`config.mk`:
```
export PLATFORM = sky130hd
export DESIGN_NAME = bram_stream_writer
export DESIGN_NICKNAME = d
export VERILOG_FILES = /design/src/rtl/bram_stream_writer.sv
export SDC_FILE = /design/constraint.sdc
export NUM_CORES = 1
export LEC_CHECK = 0
export CORE_MARGIN = 3
export CORE_UTILIZATION = 60
export DETAILED_ROUTE_END_ITERATION = 16
export DONT_BUFFER_PORTS = 1
export MAX_ROUTING_LAYER = met4
export PLACE_DENSITY = 0.76
export SETUP_SLACK_MARGIN = 0.05
export SLEW_MARGIN = 0
export SYNTH_ARGS = -nofsm -noshare
export SYNTH_HDL_FRONTEND = slang
export SYNTH_SLANG_ARGS = --single-unit
export TNS_END_PERCENT = 50
```
`constraint.sdc`:
```
create_clock -name clk -period 3.1 [get_ports clk]
set_clock_uncertainty 0.1 [all_clocks]
set_input_delay 0.93 -clock clk [delete_from_list [all_inputs] [get_ports clk]]
set_output_delay 0.93 -clock clk [all_outputs]
set_load 0.01 [all_outputs]
```
`src/rtl/bram_stream_writer.sv`:
```
// Purpose: stores a valid/ready word stream sequentially into BRAM from BASE_ADDR, NUM_WORDS per transfer.
// Latency: one cycle from accepted beat to BRAM write port; back-to-back beats give one write per cycle.
// Backpressure: in_ready is high for the whole WRITE state, so a source can stream without stalls.
//
// Ports:
//   clk, rst            system clock, synchronous active-high reset
//   start               begins a transfer; sampled in IDLE and DONE only
//   in_valid/in_ready   stream handshake; in_data is the accepted word
//   bram_en/bram_wen    registered BRAM enable / write enable
//   bram_addr/bram_din  registered BRAM address / write data
//   busy, done          WRITE-state and DONE-state levels
//   count               words accepted in the current/last transfer
//   checksum            running sum of accepted words modulo 2^W
//
// Optional feature: define BRAM_WRITER_CHECKSUM_EN to build the checksum adder;
// otherwise checksum is tied to zero.

module bram_stream_writer #(
    parameter int W          = 8,
    parameter int ADDR_WIDTH = 18,
    parameter int BASE_ADDR  = 0,
    parameter int NUM_WORDS  = 9216
) (
    input  logic                  clk,
    input  logic                  rst,
    input  logic                  start,
    input  logic                  in_valid,
    input  logic [W-1:0]          in_data,
    output logic                  in_ready,
    output logic                  bram_en,
    output logic                  bram_wen,
    output logic [ADDR_WIDTH-1:0] bram_addr,
    output logic [W-1:0]          bram_din,
    output logic                  busy,
    output logic                  done,
    output logic [ADDR_WIDTH:0]   count,
    output logic [W-1:0]          checksum
);

    localparam logic [ADDR_WIDTH-1:0] BASE     = ADDR_WIDTH'(BASE_ADDR);
    localparam logic [ADDR_WIDTH:0]   LAST_CNT = (ADDR_WIDTH + 1)'(NUM_WORDS - 1);

    typedef enum logic [1:0] {
        S_IDLE  = 2'd0,
        S_WRITE = 2'd1,
        S_DONE  = 2'd2
    } state_t;

    state_t                state;
    state_t                state_nxt;
    logic [ADDR_WIDTH-1:0] ptr;
    logic                  beat;
    logic                  init;
    logic                  last_beat;

    // A beat is the final one of the transfer when it takes count to NUM_WORDS.
    assign last_beat = (count == LAST_CNT);
    assign beat      = in_valid && in_ready;
    // start only re-arms the block from IDLE or DONE; a running transfer ignores it.
    assign init      = start && ((state == S_IDLE) || (state == S_DONE));

    always_ff @(posedge clk) begin
        if (rst) begin
            state <= S_IDLE;
        end else begin
            state <= state_nxt;
        end
    end

    // in_ready depends on state only, never on in_valid, so the handshake has no comb loop.
    always_comb begin
        state_nxt = state;
        in_ready  = 1'b0;
        busy      = 1'b0;
        done      = 1'b0;
        case (state)
            S_IDLE: begin
                if (start) begin
                    state_nxt = S_WRITE;
                end
            end
            S_WRITE: begin
                in_ready = 1'b1;
                busy     = 1'b1;
                if (in_valid && last_beat) begin
                    state_nxt = S_DONE;
                end
            end
            S_DONE: begin
                done = 1'b1;
                if (start) begin
                    state_nxt = S_WRITE;
                end
            end
            default: begin
                state_nxt = S_IDLE;
            end
        endcase
    end

    // BRAM port is fully registered; address and data hold between writes so the
    // port only changes when a new beat is accepted.
    always_ff @(posedge clk) begin
        if (rst) begin
            ptr       <= BASE;
            count     <= '0;
            bram_en   <= 1'b0;
            bram_wen  <= 1'b0;
            bram_addr <= BASE;
            bram_din  <= '0;
        end else begin
            bram_en  <= beat;
            bram_wen <= beat;
            if (init) begin
                ptr   <= BASE;
                count <= '0;
            end else if (beat) begin
                ptr       <= ptr + 1'b1;
                count     <= count + 1'b1;
                bram_addr <= ptr;
                bram_din  <= in_data;
            end
        end
    end

`ifdef BRAM_WRITER_CHECKSUM_EN
    logic [W-1:0] sum_q;

    always_ff @(posedge clk) begin
        if (rst) begin
            sum_q <= '0;
        end else if (init) begin
            sum_q <= '0;
        end else if (beat) begin
            sum_q <= sum_q + in_data;
        end
    end

    assign checksum = sum_q;
`else
    assign checksum = '0;
`endif

endmodule

```
==> results of run 1 <==
-- through the flow --
step / instances / hold WS (ns) / setup WS [ns]
finish: 388 / 0.3786 / 0.8356
global route: 388 / 0.4097 / 0.7347
CTS: 388 / 0.3843 / 0.8135
detailed placement: 372 / 0.3753 / 0.6968
global placement: 372 / 0.3601 / 0.7469
floorplan: 345 / 0.3370 / 0.8170
-- cell usage in the layout, fill, tap and decap left out, types with 5 or more instances in the layout --
| cell | synthesis | routed |
|---|---|---|
| nor2_1 | 25 | 25 |
| a21oi_1 | 40 | 40 |
| nand2_1 | 65 | 65 |
| nand3_1 | 11 | 11 |
| dfxtp_1 | 66 | 66 |
| o21ai_0 | 10 | 10 |
| or3_1 | 12 | 12 |
| nor3_1 | 6 | 6 |
| clkbuf_8 | 1 | 11 |
| nand4_1 | 8 | 8 |
| nor4_1 | 5 | 5 |
| inv_1 | 7 | 7 |
| conb_1 | 1 | 8 |
| xnor2_1 | 12 | 12 |
| xor2_1 | 9 | 9 |
-- power by group --
part           internal [mW]  leakage (nW)  switching (mW)
registers              0.855         0.532         0.00985
logic                 0.0103         0.394          0.0374
clock network          0.575         0.129           0.317
-- registers in the layout, summed over array words and instances, names as in the netlist --
name and cells:
bram_din 8, ptr 18, bram_wen 1, bram_addr 18, state 2, count 19
-- how the worst max path moves through the flow --
stage / to / slack, ns / from
3_3_place_gp: count[16] / 0.75 / in_valid
3_5_place_dp: count[16] / 0.70 / in_valid
4_1_cts: busy / 0.81 / state[0]
5_1_grt: busy / 0.73 / state[0]
6_report: in_ready / 0.84 / state[0]
2_1_floorplan: count[16] / 0.82 / in_valid
-- tightest hold or removal path: cells and delay by family (launching register included) --
| family | cells | cell delay (ns) |
|---|---|---|
| DFF | 1 | 0.33 |
| AOI/OAI and AO/OA | 1 | 0.05 |
| and+or+nand+nor | 1 | 0.06 |
-- layer usage --
| metal | up-vias | wire length, µm | share of wire (%) | global-route usage [%] |
|---|---|---|---|---|
| li1 | 1122 | - | - | - |
| met1 | 976 | 2502 | 46 | 25.92 |
| met2 | 67 | 2500 | 46 | 33.85 |
| met3 | 12 | 372 | 6.8 | 6.676 |
| met4 | 0 | 110 | 2.0 | 11.07 |
| met5 | - | 0 | 0 | - |
-- area by class of cell --
cell class	count	area share (%)
multi-input cells	246	44.88
flip-flops and latches	66	43.56
clock inverters	5	3.300
well taps	52	2.145
clock buffers	11	4.992
inverters	7	0.8663
repair buffers	1	0.2475
-- cell families (layout without fill, tap and decap cells) --
| family | count (synthesis) | count (layout) | synth area share (%) |
|---|---|---|---|
| adder cells (fa/ha/maj) | 2 | 2 | 0.8840 |
| AO/OA/AOI/OAI | 53 | 53 | 9.770 |
| other | 1 | 8 | 0.1325 |
| buffers and inverters | 33 | 24 | 6.144 |
| XOR/XNOR | 21 | 21 | 6.499 |
| AND/OR/NAND/NOR | 160 | 160 | 29.18 |
| multiplexers | 2 | 2 | 0.7074 |
| flip-flops | 66 | 66 | 46.68 |
==> summary.txt, run 1 <==
Place
  • I/O Buffers: 0
  • Area after DPL: 0.002781 mm²
  • Final Wtd Congestion: 0.8044
  • Final HPWL DP: 3.641 mm

Clock tree
  • CTS Sinks: 66
  • CTS max path bufs: 2
  • Clock Root Buffer: clkbuf_8
  • CTS buffer count: 9
  • H-Tree Depth: 3
  • Clock-pin slew on the worst setup and hold paths: 0.07 ns
  • Clk_lat worst skew: 0.33 ns
  • Post-cts sizing count: 0
  • Cts hold-fix bufs: 0
  • # Post-CTS Setup Buffers: 0
  • CTS tree: yes

Setup path
  • CP Buf/Inv Count: 1
  • Internal reg-to-reg setup slack: 0.97 ns
  • Crit-path cells: nand2b_1, inv_1
  • Launching point of the worst reg2reg path: count[0]
  • WS Path Type: flop to output pin
  • Cell family with most CP delay: flip-flops
  • Critical Path Sink Type: output pin
  • Slowest Stage Delay on Critical Path: 0.47 ns
  • R2R Path End: count[16]
  • Worst-path fanout max: 7
  • Cell depth of the worst setup path: 2
  • Crit start category: flop
  • Req. time, crit path: 2.07 ns
  • Crit-path slowest cell: dfxtp_1
  • Data arrival, critical path: 1.23 ns
  • R2R cell count: 5

Floorplan
  • Core ar.: 0.004444 mm²
  • Row count: 24
  • Die H: 74.68 µm
  • I/O pin total: 70
  • Die ar.: 0.005577 mm²
  • Die Width: 74.68 µm
  • Initial Util: 63.68%

Detailed routing
  • DR DRC count: 0
  • Wire per inst: 14.14 µm
  • Final wirelength: 5.485 mm
  • Total number of vias: 2177
  • Via/cell ratio: 5.611
  • DRT antenna net count: 0
  • Total iterations of the first detailed-routing run: 4
  • DR iter-0 viols: 158

STA
  • Slew HR: 35.41%
  • Crit path time final: 2.264 ns
  • RSZ-0062 raised after global routing: no
  • Final hold violations: 0
  • Worst-Margin Slew: 0.9665 ns
  • Count of final setup violators: 0
  • Fmax: 441.6 MHz
  • Final worst-path cycle share: 73.05%
  • Slew Limit Fails: 0
  • Setup TNS: 0 ns

Power and ir drop
  • Total power: 1.804 mW
  • Worst vdd ir: 0.3406 mV
  • Power per cell area: 595.0 mW/mm²
  • Leak: 1.055 nW

Layout
  • Sequential cell area: 0.001321 mm²
  • Final Util: 68.24%
  • Layout filler cell count: 366
  • Post-route cell area: 0.003033 mm²
  • ANT cells: 0
  • Area Growth Syn to Fin: 7.162%
  • Final net count: 345
  • Area of the multi-input gates: 0.001361 mm²
  • Share of layout cells above drive strength 1: 7.440%

Logic synthesis
  • Syn Area/Cell: 8.373 µm²
  • Post-synth top cells: dfxtp_1 (66), nand2_1 (65), a21oi_1 (40)
  • Synthesized cell area: 0.002830 mm²
  • Cells after synthesis: 338
  • Top cell type's share of synthesized area: 46.68%
  • Most common cell in the synthesized netlist: dfxtp_1
  • Yosys top cell by area: dfxtp_1
  • Post-synthesis sequential area ratio: 46.68%
  • Unique masters post-synth: 41
  • Ys flop type: dfxtp_1
  • YS warnings: 0
  • Area contributors post-synth: dfxtp_1 (47%), nand2_1 (8.6%), a21oi_1 (7.1%), xnor2_1 (3.7%), nor2_1 (3.3%)
  • Number of synthesized register bits: 66
  • EDFF count, synth: 0
  • Post-synthesis async set-or-reset flop share: 0%

Global routing
  • Initial antenna violation count: 0
  • Largest net degree at the start of global routing: 35
  • Total gr overflow: 0
  • Gr usage total: 21.95%
  • Vias in the first global route: 1955
  • First-pass GRT wire length: 9.059 mm

Min path
  • Worst Min Path Start: ptr[10]
  • Hold worst-path end: bram_addr[10]
  • Hold path depth: 2
  • HP Class: flop to flop

Outcome
  • Status: completed

Run
  • Max Cap Viol: 0
Power figures use the tool's default switching activity.
==> run 2, diff against run 1 <==
--- a/config.mk
+++ b/config.mk
@@ -6,11 +6,11 @@
 export NUM_CORES = 1
 export LEC_CHECK = 0
 export CORE_MARGIN = 3
-export CORE_UTILIZATION = 60
+export CORE_UTILIZATION = 56
 export DETAILED_ROUTE_END_ITERATION = 16
 export DONT_BUFFER_PORTS = 1
 export MAX_ROUTING_LAYER = met4
-export PLACE_DENSITY = 0.76
+export PLACE_DENSITY = 0.74
 export SETUP_SLACK_MARGIN = 0.05
 export SLEW_MARGIN = 0
 export SYNTH_ARGS = -nofsm -noshare
==> constraint.sdc (replaced) <==
create_clock -name clk -period 2 [get_ports clk]
set_clock_uncertainty 0.1 [all_clocks]
set_input_delay 0.6 -clock clk [delete_from_list [all_inputs] [get_ports clk]]
set_output_delay 0.6 -clock clk [all_outputs]
set_load 0.01 [all_outputs]
==> run 2 against run 1 <==
  * Critical path depth grew 1
  * Core utilization shrank 1.5 points
  * Sequential share of layout area shrank 2.5 points
  * Combinational power grew 100%
  * Non-clock buffer count grew 20
  * First-iteration DRC count shrank 40%
  * Die area grew 6.6%
  * Routed wire length grew 8.2%
  * Register-to-register slack lost 0.80 ns
  * Cell count grew 9.0%
  * Clock power grew 56%
  * Sequential cell count is the same
  * Largest power group unchanged
==> summary.txt, run 2 (same netlist as run 1, synthesis figures left out) <==
Power and ir drop
  • Leak: 1.161 nW
  • Worst vdd ir: 0.4169 mV
  • Power per cell area: 878.7 mW/mm²
  • Psw: 0.6055 mW
  • Int Pwr: 2.221 mW
  • Switching Share: 21.42%
  • Comb power frac: 3.4%
  • Flop pwr share: 47.3%
  • Clock power share: 49.3%

Detailed routing
  • DRT antenna net count: 0
  • DR iter-0 viols: 95
  • Via/cell ratio: 5.418
  • Total iterations of the first detailed-routing run: 5
  • Wire per inst: 14.03 µm
  • Total number of vias: 2292
  • Final wirelength: 5.935 mm
  • DR DRC count: 0

STA
  • Final worst-path cycle share: 93.48%
  • Count of final setup violators: 0
  • Setup TNS: 0 ns
  • Crit path time final: 1.870 ns
  • RSZ-0062 raised after global routing: no
  • Fmax: 534.9 MHz
  • Final hold violations: 0
  • Slew Limit Fails: 0

Setup path
  • Worst-path fanout max: 6
  • WS Path Type: flop to output pin
  • Critical Path Sink Type: output pin
  • Data arrival, critical path: 1.17 ns
  • Launching point of the worst reg2reg path: count[1]
  • Crit start category: flop
  • Worst Setup SP: state[0]
  • Req. time, crit path: 1.30 ns

Outcome
  • Status: completed

Clock tree
  • Clock Root Buffer: clkbuf_8
  • Cts hold-fix bufs: 0
  • CTS max path bufs: 2
  • Clock-pin slew on the worst setup and hold paths: 0.08 ns
  • Clk_lat worst skew: 0.35 ns
  • CTS buffer count: 9
  • CTS Sinks: 66
  • H-Tree Depth: 3
  • # Post-CTS Setup Buffers: 0
  • Post-cts sizing count: 1
  • CTS tree: yes

Place
  • Final HPWL DP: 4.043 mm
  • Area after DPL: 0.002964 mm²
  • I/O Buffers: 0
  • Final Wtd Congestion: 0.8118

Layout
  • ANT cells: 0
  • Number of flip-flops in the largest register: 19
  • Layout filler cell count: 454
  • Share of layout cells above drive strength 1: 13.48%
  • Final net count: 365
  • Area Growth Syn to Fin: 13.66%
  • Top reg by flops: count
  • Biggest regs: count: 19 flops, bram_addr: 18 flops, ptr: 18 flops
  • Post-route cell area: 0.003217 mm²
  • Most frequent cells in the layout: nand2_1 (65), dfxtp_1 (65), a21oi_1 (40)

Floorplan
  • Row count: 25
  • Die H: 77.09 µm
  • Die ar.: 0.005943 mm²
  • I/O pin total: 70
  • Core ar.: 0.004817 mm²
  • Initial Util: 58.75%
  • Die Width: 77.09 µm

Global routing
  • Total gr overflow: 0
  • Initial antenna violation count: 0
  • Largest net degree at the start of global routing: 34
  • Vias in the first global route: 2245
  • First-pass GRT wire length: 9.998 mm
  • Gr usage total: 21.57%

Min path
  • HP Class: input port to flop
  • Worst Min Path Start: rst

Run
  • Max Cap Viol: 0
[run 2: changes by cell type in the layout (fill, tap and decap cells not counted), sizes merged]
cell	previous run	this run
buf	1	21
clkbuf	11	10
inv	7	8
[run 2: critical path, cell delays in order, from the launching register on]
cell,delay (ns)
dfxtp_1,0.38
buf_4,0.16
nand2b_2,0.12
inv_2,0.16
[run 2: final timing paths]
path	endpoint	slack [ns]	cells past startpoint
max reg2reg	count[16]	0.17	5
min reg2reg	bram_addr[10]	0.37	2
min	bram_addr[1]	0.22	1
max	in_ready	0.13	3
[run 2: routing by layer]
layer / GRT usage (%) / part of all wire [%] / up-vias
met2: 35.71 / 48 / 62
met4: 10.68 / 1.9 / 0
li1: - / - / 1159
met1: 23.97 / 44 / 1057
met3: 5.869 / 6.4 / 14
met5: - / 0 / -
[run 2: power groups by stage]
stage | registers, mW | clock network, mW | logic [mW]
floorplan | 1.37 | 0 | 0.0888
detailed placement | 1.37 | 0 | 0.0955
CTS | 1.34 | 1.41 | 0.0961
finish | 1.34 | 1.39 | 0.0968
global placement | 1.37 | 0 | 0.0942
global route | 1.34 | 1.46 | 0.110
[run 2: final cells by class]
| class | instances | area (µm²) | share of cell area (%) |
|---|---|---|---|
| well taps | 67 | 83.83 | 2.606 |
| clock buffers | 10 | 137.6 | 4.278 |
| inverters | 7 | 26.28 | 0.8168 |
| repair buffers | 21 | 170.2 | 5.290 |
| flip-flops and latches | 66 | 1323 | 41.11 |
| clock inverters | 6 | 112.6 | 3.501 |
| multi-input cells | 246 | 1364 | 42.40 |
[run 2: metrics by stage]
stage	hold slack, ns	worst slack, ns	util (%)	power, mW	std cells
final	0.2190	0.1303	66.78	2.827	423
after global routing	0.2023	0.05056	66.78	2.909	423
after CTS	0.2046	0.08412	66.73	2.842	423
after detailed placement	0.3695	0.08653	61.53	1.462	407
after global placement	0.3672	0.1181	61.53	1.461	407
after floorplan	0.3370	0.08749	-	1.456	345
==> run 3, diff against run 2 <==
--- a/config.mk
+++ b/config.mk
@@ -5,6 +5,7 @@
 export SDC_FILE = /design/constraint.sdc
 export NUM_CORES = 1
 export LEC_CHECK = 0
+export CAP_MARGIN = 0
 export CORE_MARGIN = 3
 export CORE_UTILIZATION = 56
 export DETAILED_ROUTE_END_ITERATION = 16
==> results of run 3 <==
The final DEF is identical to that of run 2; final timing and power are the same.
